<file path="config.mk">
export PLATFORM = sky130hd
export DESIGN_NAME = cp_removal_ctrl
export DESIGN_NICKNAME = d
export VERILOG_FILES = /design/src/rtl/cp_removal_ctrl.sv
export SDC_FILE = /design/constraint.sdc
export NUM_CORES = 1
export LEC_CHECK = 0
export BUFFER_PORTS_ARGS = -buffer_cell sky130_fd_sc_hd__buf_2
export CORE_MARGIN = 5
export CORE_UTILIZATION = 45
export DETAILED_ROUTE_END_ITERATION = 16
export PLACE_DENSITY = 0.67
export SLEW_MARGIN = 20
export SYNTH_ARGS = -nofsm -noshare
export SYNTH_HDL_FRONTEND = slang
export SYNTH_SLANG_ARGS = --single-unit
</file>
<file path="constraint.sdc">
create_clock -name clock -period 4.2 [get_ports clock]
set_clock_uncertainty 0.2 [all_clocks]
set_input_delay 0.42 -clock clock [delete_from_list [all_inputs] [get_ports clock]]
set_output_delay 0.42 -clock clock [all_outputs]
set_load 0.05 [all_outputs]
</file>
<file path="src/rtl/cp_removal_ctrl.sv">
// ---------------------------------------------------------------------------
// cp_removal_ctrl
//
// Cyclic-prefix removal sequencer for OFDM symbols on an AXI-Stream path.
// For every symbol the first cfg_cp_len input samples are accepted and
// discarded. The following cfg_nfft samples are forwarded through a single
// output register, and m_axis_tlast marks the last forwarded sample.
// Configuration is latched only at symbol boundaries.
//
// Ports:
//   clock, reset      - system clock, asynchronous active-high reset
//   enable            - start / continue processing symbols
//   cfg_nfft          - useful samples per symbol (0 is a config error)
//   cfg_cp_len        - prefix samples per symbol (0 skips the drop phase)
//   s_axis_*          - input sample stream (tdata/tvalid/tready)
//   m_axis_*          - output sample stream (tdata/tvalid/tready/tlast)
//   sym_count         - completed symbols, wraps at 16 bits
//   cfg_err           - sticky flag: enable seen with cfg_nfft == 0
//   stall             - output stall flag (watchdog build only, else 0)
//
// Optional feature macro: CPR_WATCHDOG_EN
//   When defined, a saturating 16-bit counter measures consecutive
//   backpressured output cycles and raises stall at STALL_LIMIT.
// ---------------------------------------------------------------------------
module cp_removal_ctrl #(
    parameter int unsigned DATA_W      = 32,
    parameter int unsigned CNT_W       = 12,
    parameter int unsigned STALL_LIMIT = 1024
) (
    input  logic              clock,
    input  logic              reset,
    input  logic              enable,
    input  logic [CNT_W-1:0]  cfg_nfft,
    input  logic [CNT_W-1:0]  cfg_cp_len,
    input  logic [DATA_W-1:0] s_axis_tdata,
    input  logic              s_axis_tvalid,
    output logic              s_axis_tready,
    output logic [DATA_W-1:0] m_axis_tdata,
    output logic              m_axis_tvalid,
    input  logic              m_axis_tready,
    output logic              m_axis_tlast,
    output logic [15:0]       sym_count,
    output logic              cfg_err,
    output logic              stall
);

    // The stall counter is 16 bits wide, so the threshold must fit in it.
    if (STALL_LIMIT == 0 || STALL_LIMIT > 65535) begin : g_bad_stall_limit
        $error("cp_removal_ctrl: STALL_LIMIT must be in 1..65535");
    end

    localparam logic [CNT_W-1:0] CNT_ONE = {{(CNT_W-1){1'b0}}, 1'b1};

    typedef enum logic [1:0] {
        ST_IDLE,
        ST_DROP,
        ST_PASS
    } state_t;

    state_t              state_q,  state_d;
    logic [CNT_W-1:0]    cnt_q,    cnt_d;
    logic [CNT_W-1:0]    nfft_q,   nfft_d;
    logic [CNT_W-1:0]    cp_q,     cp_d;
    logic [DATA_W-1:0]   tdata_q,  tdata_d;
    logic                tvalid_q, tvalid_d;
    logic                tlast_q,  tlast_d;
    logic [15:0]         sym_q,    sym_d;
    logic                err_q,    err_d;

    logic                s_ready;
    logic                s_accept;
    logic                m_pop;
    logic                pass_load;
    logic                cfg_ok;
    state_t              start_state;

    // Input ready: in PASS the output register can take a new sample when
    // it is empty or being emptied in the same cycle.
    always_comb begin
        s_ready = 1'b0;
        case (state_q)
            ST_DROP: s_ready = 1'b1;
            ST_PASS: s_ready = !tvalid_q || m_axis_tready;
            default: s_ready = 1'b0;
        endcase
    end

    assign s_accept    = s_axis_tvalid && s_ready;
    assign m_pop       = tvalid_q && m_axis_tready;
    assign pass_load   = (state_q == ST_PASS) && s_accept;
    assign cfg_ok      = (cfg_nfft != '0);
    assign start_state = (cfg_cp_len != '0) ? ST_DROP : ST_PASS;

    always_comb begin
        state_d  = state_q;
        cnt_d    = cnt_q;
        nfft_d   = nfft_q;
        cp_d     = cp_q;
        tdata_d  = tdata_q;
        tvalid_d = tvalid_q;
        tlast_d  = tlast_q;
        sym_d    = sym_q;
        err_d    = err_q;

        // Output register: a PASS accept loads it (covering a simultaneous
        // pop), otherwise a pop empties it. DROP accepts never touch it.
        if (pass_load) begin
            tdata_d  = s_axis_tdata;
            tvalid_d = 1'b1;
            tlast_d  = (cnt_q == nfft_q - CNT_ONE);
        end else if (m_pop) begin
            tvalid_d = 1'b0;
            tlast_d  = 1'b0;
        end

        case (state_q)
            ST_IDLE: begin
                if (enable) begin
                    if (cfg_ok) begin
                        nfft_d  = cfg_nfft;
                        cp_d    = cfg_cp_len;
                        cnt_d   = '0;
                        state_d = start_state;
                    end else begin
                        err_d = 1'b1;
                    end
                end
            end

            ST_DROP: begin
                if (s_accept) begin
                    if (cnt_q == cp_q - CNT_ONE) begin
                        cnt_d   = '0;
                        state_d = ST_PASS;
                    end else begin
                        cnt_d = cnt_q + CNT_ONE;
                    end
                end
            end

            ST_PASS: begin
                if (s_accept) begin
                    if (cnt_q == nfft_q - CNT_ONE) begin
                        cnt_d = '0;
                        sym_d = sym_q + 16'd1;
                        // Symbol boundary: relatch directly so back-to-back
                        // symbols run without an idle cycle.
                        if (enable && cfg_ok) begin
                            nfft_d  = cfg_nfft;
                            cp_d    = cfg_cp_len;
                            state_d = start_state;
                        end else begin
                            if (enable) begin
                                err_d = 1'b1;
                            end
                            state_d = ST_IDLE;
                        end
                    end else begin
                        cnt_d = cnt_q + CNT_ONE;
                    end
                end
            end

            default: state_d = ST_IDLE;
        endcase
    end

    always_ff @(posedge clock or posedge reset) begin
        if (reset) begin
            state_q  <= ST_IDLE;
            cnt_q    <= '0;
            nfft_q   <= '0;
            cp_q     <= '0;
            tdata_q  <= '0;
            tvalid_q <= 1'b0;
            tlast_q  <= 1'b0;
            sym_q    <= '0;
            err_q    <= 1'b0;
        end else begin
            state_q  <= state_d;
            cnt_q    <= cnt_d;
            nfft_q   <= nfft_d;
            cp_q     <= cp_d;
            tdata_q  <= tdata_d;
            tvalid_q <= tvalid_d;
            tlast_q  <= tlast_d;
            sym_q    <= sym_d;
            err_q    <= err_d;
        end
    end

    assign s_axis_tready = s_ready;
    assign m_axis_tdata  = tdata_q;
    assign m_axis_tvalid = tvalid_q;
    assign m_axis_tlast  = tlast_q;
    assign sym_count     = sym_q;
    assign cfg_err       = err_q;

`ifdef CPR_WATCHDOG_EN
    localparam logic [15:0] STALL_LIM = 16'(STALL_LIMIT);

    logic [15:0] stall_cnt_q, stall_cnt_d;

    // Any handshake clears the count, so stall drops the cycle after it.
    always_comb begin
        stall_cnt_d = stall_cnt_q;
        if (m_pop) begin
            stall_cnt_d = '0;
        end else if (tvalid_q && !m_axis_tready && (stall_cnt_q != '1)) begin
            stall_cnt_d = stall_cnt_q + 16'd1;
        end
    end

    always_ff @(posedge clock or posedge reset) begin
        if (reset) begin
            stall_cnt_q <= '0;
        end else begin
            stall_cnt_q <= stall_cnt_d;
        end
    end

    assign stall = (stall_cnt_q >= STALL_LIM);
`else
    assign stall = 1'b0;
`endif

endmodule

</file>
# ---- Word level (Yosys, flattened, before mapping)
# Index checks and enable logic that the tools add are counted.
dict set report word_totals {
  reg_bits 89
  inputBits 61
  output_inout_bits 53
  word_cells 83
}
dict set report op_classes {
  n_addsub 4
  n_eq_ne 14
  n_mux 39
  reduce_logical 17
}
# cell n
set op_table {}
lappend op_table {{$mux 12} 16}
lappend op_table {{$pmux 12 s2} 2}
lappend op_table {{$pmux 12 s3} 1}
lappend op_table {{$eq 12x12->1} 2}
lappend op_table {{$reduce_bool 12->1} 2}
lappend op_table {{$sub 12x1->12 const B} 2}
lappend op_table {{$add 16x1->16 const B} 1}
lappend op_table {{$mux 2} 8}
lappend op_table {{$ne 2x2->1 const B} 8}
lappend op_table {{$add 12x1->12 const B} 1}
lappend op_table {{$reduce_and 6->1} 2}
lappend op_table {{$mux 1} 9}
lappend op_table {{$reduce_and 7->1} 1}
lappend op_table {{$pmux 2 s3} 1}
lappend op_table {{$reduce_and 5->1} 1}
lappend op_table {{$logic_and 1x1->1} 4}
lappend op_table {{$ne 2x1->1 const B} 2}
lappend op_table {{$pmux 1 s2} 2}
lappend op_table {{$reduce_bool 2->1} 2}
lappend op_table {{$reduce_and 3->1} 1}
lappend op_table {{$reduce_bool 3->1} 1}
lappend op_table {{$eq 2x1->1 const B} 1}
lappend op_table {{$eq 2x2->1 const B} 1}
lappend op_table {{$logic_not 2->1} 1}
lappend op_table {{2 further kinds} 2}

# ---- Depth between registers and ports, before layout
# Gate-level depths: netlist (run 1).
dict set report depth {
  ltp_word 6
  mapped_depth 11
  depth_no_buf 9
}

# ---- Worst setup path after synthesis (run 1)
# No wires, ideal clock.
dict set report synth_timing {
  path_type {flip-flop to flip-flop}
  from {register nfft_q[0]}
  to {register cp_q[10]}
  setup_ps 125
  arrival_time_ps 2629
  required_ps 3875
  setup_slack_ps 1245
  stages_incl_launch_ff 10
  path_buffers 1
  period_less_slack_ps 2955
  cell_sequence {dfrtp_1 -> inv_1 -> ha_1 -> xnor2_1 -> or4b_4 -> a211oi_4 -> nand4_4 -> a21oi_4 -> buf_6 -> mux2_4}
}
dict set report synth_via {
  elab_chain_cells 4
}
# element line
set synth_lines {}
lappend synth_lines {{from (decl)} 62} ;# logic [CNT_W-1:0] nfft_q, nfft_d;
lappend synth_lines {{from (signal assigned)} 182} ;# nfft_q <= nfft_d;
lappend synth_lines {{$sub 12x1->12} 143} ;# if (cnt_q == nfft_q - CNT_ONE) begin
lappend synth_lines {{$eq 12x12->1} 143}
lappend synth_lines {{$ne 2x1->1 (no source line)} -}
lappend synth_lines {{$reduce_and 6->1 (no source line)} -}
lappend synth_lines {{to (signal assigned)} 183} ;# cp_q <= cp_d;
lappend synth_lines {{to (decl)} 63} ;# logic [CNT_W-1:0] cp_q, cp_d;
# No other way between the ends.
# A chain may end at the register's enable or synchronous reset.

# ---- Worst setup path after layout (run 1)
dict set report layout_timing {
  from {register nfft_q[0]}
  to {register cp_q[11]}
}
# Same word-level chain as after synthesis.

==> reports/results.tsv, run 1 <==
stage	metric	value	unit
setup_path	CP startpoint kind	register	
synth	dominant cell type by area after synthesis	dfrtp_1	
cts	Max clock buf depth	2	
run	# Max-Cap Violations	0	
setup_path	Req. time, crit path	4.26	ns
cts	CTS tree	built	
hold_path	worst min path class	primary input to register	
floorplan	Die ar.	13020	um^2
sta	Slew Viols, Final	0	
sta	relative slew slack	52.58	%
route	Via density	5.446	
cts	H-tree depth	3	
power	Power, Total	4.275	mW
setup_path	WS Path Type	register to register	
synth	Avg Cell Area, Syn	10.84	um^2
route	Pre-antenna DRT Iters	4	
cts	worst skew pair latency	0.37	ns
synth	Area contributors post-synth	dfrtp_1 (46%), mux2_2 (8.5%), xor2_1 (4.3%)	
synth	Top FF cell, synth	dfrtp_1	
sta	period utilization	81.22	%
synth	post-synthesis cell type count	67	
power	Leakage	2.676	nW
grt	first-pass GRT wire length	18550	um
synth	asr flop ratio synth	100.0	%
sta	RSZ-0062 raised after global routing	false	
synth	Post-Syn Area	4876	um^2
power	clock share of power	12.5	%
sta	Final setup viols	0	
synth	Post-synth top cells	dfrtp_1 (89), mux2_2 (37), xor2_1 (24)	
power	PwrDens	745.7	nW/um^2
synth	Yosys reg bits	89	
floorplan	Die H	114.1	um
sta	Hold WS	0.06459	ns
synth	Post-Syn Instances	450	
sta	fmax	0.2931	GHz
cts	TritonCTS Sinks	89	
route	WL/cell	16.22	um
route	Final ANT Viol Nets	0	
route	vias	3823	
grt	vias in the first global route	3661	
floorplan	core area	10750	um^2
floorplan	I/O pins	114	
sta	fin crit period	3.411	ns
floorplan	Die X-Extent	114.1	um
route	total wire length	11390	um
cts	cts hold-fix bufs	1	
power	Cell Int Power	2.224	mW
cts	clock root cell	clkbuf_8	
finish	Final nets	626	
power	Sw Ratio	47.98	%
synth	post-synthesis sequential area ratio	45.68	%
power	Seq pwr share	34.0	%
setup_path	Arr. time, crit path	3.47	ns
cts	post_cts resized	0	
floorplan	row count	38	
sta	Hold Fails Final Rpt	0	
sta	worst slew pin tran	0.7048	ns
synth	number of synthesized flops with an enable pin	0	
setup_path	CP Max Fanout	24	
finish	Synth-to-Final Area Change	17.58	%
grt	pin count of the biggest net entering global routing	35	
finish	share of cells above drive strength 1	33.81	%
place	PortBufs	112	
cts	Clock transition at path regs	0.10	ns
route	DRC	0	
place	hpwl dp	8742	um
grt	initial antenna violation count	0	
outcome	status	finished, final reports clean	
power	Switch Pwr	2.051	mW
finish	diodes inserted	0	
sta	Fin Setup TNS	0	ns
route	DRT iter0 DRCs	235	
setup_path	Crit. End Element	register	
grt	total grt overflow	0	
synth	Yosys top cell area share	45.68	%
synth	top-count cell post-synth	dfrtp_1	
grt	GRT Overall Usage	17.78	%
power	Max IR drop VDD	0.4921	mV
cts	Post-CTS Setup Inserts	0	
place	Final GP Congestion	0.9242	
cts	CTS Buf Count	9	
synth	Synth Net Count	519	
power	share of power burned in combinational logic	53.5	%
synth	Ys Warns	0	
floorplan	Starting Density	45.38	%
## cells in the final DEF, fill, tap and decap left out, types with 9 or more instances in the layout
master,instances
nand4_1,13
nand2_1,21
xnor2_1,22
nor4_1,11
inv_1,22
nor2_1,20
mux2_2,37
buf_2,112
mux2_4,10
o211ai_1,10
nor3_1,20
dfrtp_1,89
a21oi_1,12
xor2_1,24
clkbuf_8,9
nand3_1,15
## power by group through the flow
stage | clock, mW | combinational, mW | sequential (mW)
6_report | 0.533 | 2.29 | 1.45
5_1_grt | 0.591 | 2.46 | 1.51
4_1_cts | 0.551 | 2.29 | 1.46
3_5_place_dp | 0 | 2.29 | 1.48
3_3_place_gp | 0 | 2.25 | 1.46
2_1_floorplan | 0 | 1.30 | 1.95
## critical path: stages, from the launching register on
cell and delay (ns):
dfrtp_1 0.46, inv_1 0.09, ha_1 0.20, nor2b_1 0.42, nand4_1 0.15, a2bb2oi_1 0.20, a211oi_4 0.29, nand4_4 0.31
a21oi_4 0.23, buf_4 0.37, mux2_2 0.38
## cell type report
cell class | instances | area (um^2)
multi-input cells | 314 | 2450
flip-flops and latches | 89 | 2227
clock inverters | 7 | 46.29
fillers | 962 | 5012
inverters | 23 | 87.58
well taps | 140 | 175.2
repair buffers | 120 | 623.1
clock buffers | 9 | 123.9
## flip-flops by register name (all words and copies together), names as in the netlist
| signal | count |
|---|---|
| state_q | 2 |
| cp_q | 12 |
| cnt_q | 12 |
| m_axis_tlast | 1 |
| m_axis_tvalid | 1 |
| sym_count | 16 |
| cfg_err | 1 |
| m_axis_tdata | 32 |
| nfft_q | 12 |
## metal layers
metal	part of all wire, %	global-route usage (%)	up-vias
met5	0	0	-
met4	1.0	5.780	0
met3	7.1	3.647	12
met2	44	26.54	136
met1	48	25.91	1835
li1	-	-	1840
## final timing paths
kind                              from               end  slack [ns]  depth (start not counted)
min reg2reg                    cfg_err           cfg_err        0.28                          1
max                          nfft_q[0]          cp_q[11]        0.79                         10
max in group asynchronous        reset  m_axis_tdata[31]        2.49                          4
min                        cfg_nfft[7]         nfft_q[7]        0.06                          2
min in group asynchronous        reset  m_axis_tdata[11]        0.45                          3
max reg2reg                  nfft_q[0]          cp_q[11]        0.79                         10
## stage by stage
step           utilization [%]  cell area (um^2)  cells  setup WS (ns)
2_1_floorplan                -              4876    450          1.245
3_3_place_gp             51.68              5553    685         0.8642
3_5_place_dp             51.68              5553    685         0.8127
4_1_cts                  53.35              5733    702         0.7935
5_1_grt                  53.35              5733    702         0.5829
6_report                 53.35              5733    702         0.7887
## cells by family (layout without fill, tap and decap cells)
family	after synthesis	after routing	share of synthesized area, %
mux	56	56	13.68
xor+xnor	47	47	8.724
other cells	1	1	0.07691
fa+ha+maj	8	8	2.053
simple gates	138	138	15.86
compound gates	64	64	9.854
buf+inv	47	159	4.080
flops	89	89	45.68
(Power assumes the default switching activity.)
==> inputs of run 2 (changes only) <==
--- a/config.mk
+++ b/config.mk
@@ -9,7 +9,7 @@
 export CORE_MARGIN = 5
 export CORE_UTILIZATION = 45
 export DETAILED_ROUTE_END_ITERATION = 16
-export PLACE_DENSITY = 0.67
+export PLACE_DENSITY = 0.69
 export SLEW_MARGIN = 20
 export SYNTH_ARGS = -nofsm -noshare
 export SYNTH_HDL_FRONTEND = slang
==> constraint.sdc (replaced) <==
create_clock -name clock -period 2.9 [get_ports clock]
set_clock_uncertainty 0.2 [all_clocks]
set_input_delay 0.29 -clock clock [delete_from_list [all_inputs] [get_ports clock]]
set_output_delay 0.29 -clock clock [all_outputs]
set_load 0.05 [all_outputs]
==> reports/results.tsv, run 2 (synthesis gave the netlist of run 1 again) <==
stage	metric	value	unit
outcome	status	finished with violations	
outcome	violated checks	setup timing	
setup_path	Req. time, crit path	2.97	ns
finish	diodes inserted	0	
floorplan	I/O pins	114	
setup_path	CP startpoint kind	register	
floorplan	row count	38	
cts	H-tree depth	3	
power	Sw Ratio	45.63	%
finish	Final nets	708	
grt	M2 GR Usage	39.50	%
setup_path	Crit. End Element	register	
sta	RSZ-0062 raised after global routing	true	
place	Final GP Congestion	0.9462	
route	DRC	0	
power	Cell Int Power	3.843	mW
cts	TritonCTS Sinks	89	
sta	period utilization	100.8	%
power	share of power burned in combinational logic	56.1	%
sta	worst slew pin tran	0.6990	ns
route	DRT iter0 DRCs	260	
setup_path	CP Max Fanout	6	
hold_path	hold path start	m_axis_tready	
hold_path	worst min path class	primary input to register	
sta	Slew Viols, Final	0	
floorplan	core area	10750	um^2
finish	Finished Layout Cells	784	
cts	Clock transition at path regs	0.10	ns
grt	first-pass GRT wire length	22740	um
power	Power, Total	7.068	mW
grt	total grt overflow	0	
setup_path	critical path launch point	nfft_q[0]	
power	PwrDens	1054	nW/um^2
finish	most common cell after layout, fill and taps aside	buf_2	
cts	worst skew pair latency	0.37	ns
grt	grt met3 use	5.973	%
sta	Hold Fails Final Rpt	0	
power	Leakage	3.110	nW
sta	relative slew slack	53.31	%
grt	vias in the first global route	4559	
power	Switch Pwr	3.225	mW
finish	share of cells above drive strength 1	36.49	%
finish	Synth-to-Final Area Change	37.54	%
route	vias	4310	
route	WL/cell	17.85	um
cts	CTS tree	built	
run	# Max-Cap Violations	0	
grt	GR peak layer	met2	
cts	CTS Buf Count	9	
floorplan	Die ar.	13020	um^2
grt	GRT met1 Usage	25.92	%
finish	commonest cells after routing, fill and taps aside	buf_2 (112), dfrtp_1 (88), dlygate4sd3_1 (58), mux2_2 (37), buf_4 (29)	
power	clock share of power	13.9	%
sta	fin crit period	2.922	ns
floorplan	Die H	114.1	um
place	dpl cells	709	
sta	worst setup margin	-0.02245	ns
finish	# fillers	872	
route	total wire length	13990	um
route	Via density	5.497	
grt	initial antenna violation count	0	
grt	GRT Overall Usage	22.03	%
sta	fmax	0.3422	GHz
setup_path	FF-to-FF Start	nfft_q[0]	
floorplan	Die X-Extent	114.1	um
place	hpwl dp	9696	um
finish	fin util	62.41	%
setup_path	WS Path Type	register to register	
power	Max IR drop VDD	0.9452	mV
grt	pin count of the biggest net entering global routing	38	
sta	Final setup viols	4	
setup_path	Arr. time, crit path	2.99	ns
cts	clock root cell	clkbuf_8	
floorplan	Starting Density	45.38	%
place	PortBufs	112	
finish	max reg flops	32	
route	Pre-antenna DRT Iters	4	
cts	Max clock buf depth	2	
power	Seq pwr share	30.0	%
route	Final ANT Viol Nets	0	
run 2: changes by cell type in the layout (fill, tap and decap cells not counted), moves of 3 or more:
cell and delta:
nor4_2 +4, dlygate4sd3_1 +57, buf_4 +22, clkinv_2 -3, nor3_2 +3, nor4_1 -6
nor3_1 -3
run 2: what timing repair did:
action                     4_1_cts  5_1_grt
setup endpoints to repair       11       49
hold endpoints to repair        91        0
buffers inserted                 0        0
gates cloned                     0        1
hold buffers                    58        0
gates resized for setup          3       21
run 2: final timing paths:
check	to	slack, ns	cells after the start
max	cp_q[11]	-0.02	9
min	m_axis_tvalid	0.03	3
max reg2reg	cp_q[11]	-0.02	9
min reg2reg	sym_count[15]	0.27	1
max in group asynchronous	nfft_q[3]	1.46	4
min in group asynchronous	m_axis_tdata[15]	0.33	3
run 2: per-stage QoR:
| step | cell area (um^2) | TNS, ns | setup slack [ns] | hold slack, ns |
|---|---|---|---|---|
| after detailed placement | 5758 | -0.05729 | -0.05729 | 0.1857 |
| final | 6706 | -0.06331 | -0.02245 | 0.02739 |
| after floorplan | 4876 | 0 | 0.03853 | 0.2028 |
| after global routing | 6706 | -1.653 | -0.1214 | 0.06424 |
| after CTS | 6580 | 0 | 0.01078 | 0.01201 |
| after global placement | 5758 | 0 | 0.1034 | 0.1785 |
run 2: power by group through the flow:
stage / sequential (mW) / combinational (mW) / clock [mW]
3_5_place_dp: 2.10 / 3.74 / 0
5_1_grt: 2.19 / 4.24 / 1.06
6_report: 2.12 / 3.97 / 0.983
4_1_cts: 2.09 / 3.82 / 0.987
2_1_floorplan: 2.82 / 1.88 / 0
3_3_place_gp: 2.09 / 3.65 / 0
run 2: area by class of cell:
cell class	instances	area, um^2	area share [%]
multi-input combinational	314	2565	38.25
sequential	89	2228	33.23
timing repair buffer	202	1424	21.23
tap	140	175.2	2.612
clock buffer	10	137.6	2.052
clock inverter	6	88.84	1.325
inverter	23	87.58	1.306
run 2: critical path, cell delays in order, from the launching register on:
cell       delay [ns]
dfrtp_1          0.43
inv_2            0.07
ha_4             0.25
xnor2_2          0.13
or4b_4           0.57
a211oi_4         0.23
nand4_4          0.13
a21oi_4          0.28
clkbuf_16        0.22
mux2_2           0.33
run 2: routing by layer:
layer  vias to the layer above  part of all wire (%)  wire, um
met5                         -                     0         0
met4                         0                   2.3       317
met3                        25                   7.0       978
met2                       154                    52      7226
met1                      2127                    39      5471
li1                       2004                     -         -
==> inputs of run 3 (changes only) <==
--- a/config.mk
+++ b/config.mk
@@ -5,10 +5,11 @@
 export SDC_FILE = /design/constraint.sdc
 export NUM_CORES = 1
 export LEC_CHECK = 0
-export BUFFER_PORTS_ARGS = -buffer_cell sky130_fd_sc_hd__buf_2
+export BUFFER_PORTS_ARGS = -buffer_cell sky130_fd_sc_hd__buf_4
 export CORE_MARGIN = 5
 export CORE_UTILIZATION = 45
 export DETAILED_ROUTE_END_ITERATION = 16
+export HOLD_SLACK_MARGIN = 0.06
 export PLACE_DENSITY = 0.69
 export SLEW_MARGIN = 20
 export SYNTH_ARGS = -nofsm -noshare
==> reports/results.tsv, run 3 (synthesis gave the netlist of run 1 again) <==
stage	metric	value	unit
outcome	status	finished, final reports clean	
run	# Max-Cap Violations	0	
sta	Slew Viols, Final	0	
route	total wire length	13380	um
sta	Hold Fails Final Rpt	0	
power	PwrDens	1018	nW/um^2
cts	worst skew pair latency	0.36	ns
floorplan	Die H	114.1	um
sta	fin crit period	2.861	ns
sta	worst setup margin	0.03915	ns
route	Final ANT Viol Nets	0	
cts	TritonCTS Sinks	89	
setup_path	CP Max Fanout	12	
sta	relative slew slack	48.01	%
floorplan	Die X-Extent	114.1	um
grt	initial antenna violation count	0	
hold_path	hold path start	enable	
grt	pin count of the biggest net entering global routing	45	
place	Final GP Congestion	0.8943	
finish	Reg area	2228	um^2
floorplan	Die ar.	13020	um^2
place	post-place setup slack	0.007105	ns
finish	design area	6957	um^2
sta	period utilization	98.65	%
route	WL met1	5339	um
finish	most common cell after layout, fill and taps aside	buf_4	
route	DRT iter0 DRCs	250	
setup_path	Worst R2R Path Depth	9	
route	metal2 WL	6661	um
hold_path	worst hold endpoint	nfft_q[7]	
cts	clock root cell	clkbuf_8	
route	vias	4189	
cts	CTS Buf Count	9	
floorplan	I/O pins	114	
place	hpwl dp	9267	um
finish	fin util	64.74	%
finish	multi-input combinational cell area	2551	um^2
finish	commonest cells after routing, fill and taps aside	buf_4 (137), dfrtp_1 (88), dlygate4sd3_1 (60), mux2_2 (37), xor2_1 (24)	
finish	Final nets	709	
sta	Fin Setup TNS	0	ns
grt	GRT Overall Usage	21.27	%
sta	worst slew pin tran	0.7798	ns
setup_path	Req. time, crit path	2.94	ns
route	Top Metal Used	met4	
floorplan	Starting Density	45.38	%
finish	share of cells above drive strength 1	35.66	%
route	Via density	5.336	
grt	first-pass GRT wire length	22260	um
cts	H-tree depth	3	
finish	max reg flops	32	
cts	Clock transition at path regs	0.09	ns
place	PortBufs	112	
route	met3 wire len	1128	um
floorplan	core area	10750	um^2
hold_path	worst min path class	primary input to register	
finish	diodes inserted	0	
hold_path	Hold Crit Depth	3	
floorplan	row count	38	
sta	fmax	0.3495	GHz
power	Max IR drop VDD	0.7228	mV
setup_path	CP startpoint kind	register	
route	Pre-antenna DRT Iters	4	
cts	CTS tree	built	
setup_path	Arr. time, crit path	2.90	ns
finish	# fillers	825	
finish	Synth-to-Final Area Change	42.67	%
grt	total grt overflow	0	
sta	RSZ-0062 raised after global routing	true	
setup_path	WS Path Type	register to register	
grt	vias in the first global route	4420	
route	DRC	0	
place	DP Area	6036	um^2
setup_path	flop2flop setup slack	0.04	ns
setup_path	reg-to-reg endpoint	nfft_q[11]	
cts	Max clock buf depth	2	
sta	Final setup viols	0	
setup_path	Crit. End Element	register	
setup_path	FF-to-FF Start	nfft_q[0]	
route	WL/cell	17.04	um
power	Leakage	3.134	nW
-- run 3: worst max path at each step --
stage | slack, ns | from | cells past startpoint | endpoint
4_1_cts | 0.004 | nfft_q[3] | 8 | cnt_q[2]
2_1_floorplan | 0.04 | nfft_q[0] | 9 | cp_q[10]
5_1_grt | -0.06 | nfft_q[0] | 8 | cnt_q[2]
3_5_place_dp | 0.007 | cp_q[1] | 10 | cnt_q[2]
6_report | 0.04 | nfft_q[0] | 9 | nfft_q[11]
3_3_place_gp | 0.11 | nfft_q[1] | 9 | sym_count[15]
-- run 3: final cells by class --
| class | count | share of cell area [%] |
|---|---|---|
| tap | 140 | 2.518 |
| inverter | 23 | 1.259 |
| clock buffer | 12 | 2.086 |
| clock inverter | 4 | 0.7554 |
| multi-input combinational | 314 | 36.67 |
| timing repair buffer | 203 | 24.68 |
| sequential | 89 | 32.03 |
-- run 3: timing repair --
item,in CTS,in global routing
resized for setup,1,20
cloned,0,1
hold endpoints to repair,100,0
endpoints found under the setup margin,1,48
pin swaps,0,5
buffers inserted,0,1
hold buffers,60,0
-- run 3: routing by layer --
layer / vias up / track usage (%)
met3: 22 / 6.765
met5: - / 0
li1: 1999 / -
met2: 138 / 35.13
met4: 0 / 7.363
met1: 2030 / 26.34
-- run 3: worst max-delay path, cell delays in order (launching register included) --
cell and delay, ns:
dfrtp_1 0.43, buf_4 0.17, or3_1 0.42, nor3_1 0.21, a2bb2oi_1 0.15, a211oi_4 0.29, nand4_4 0.13, a21oi_4 0.22
buf_12 0.18, mux2_2 0.34
-- run 3: report_power, final --
part | total [mW] | internal (mW) | switching (mW)
Clock | 0.859 | 0.423 | 0.436
Combinational | 4.08 | 1.79 | 2.29
Sequential | 2.14 | 1.68 | 0.451
Total | 7.08 | 3.90 | 3.18
-- run 3: through the flow --
stage          total power, mW  instances  hold WS, ns
4_1_cts                  6.919        783       0.1345
6_report                 7.079        785       0.1562
3_3_place_gp             5.867        707       0.2468
5_1_grt                  7.501        785       0.1582
2_1_floorplan            4.701        450       0.2028
3_5_place_dp             5.959        707       0.2576
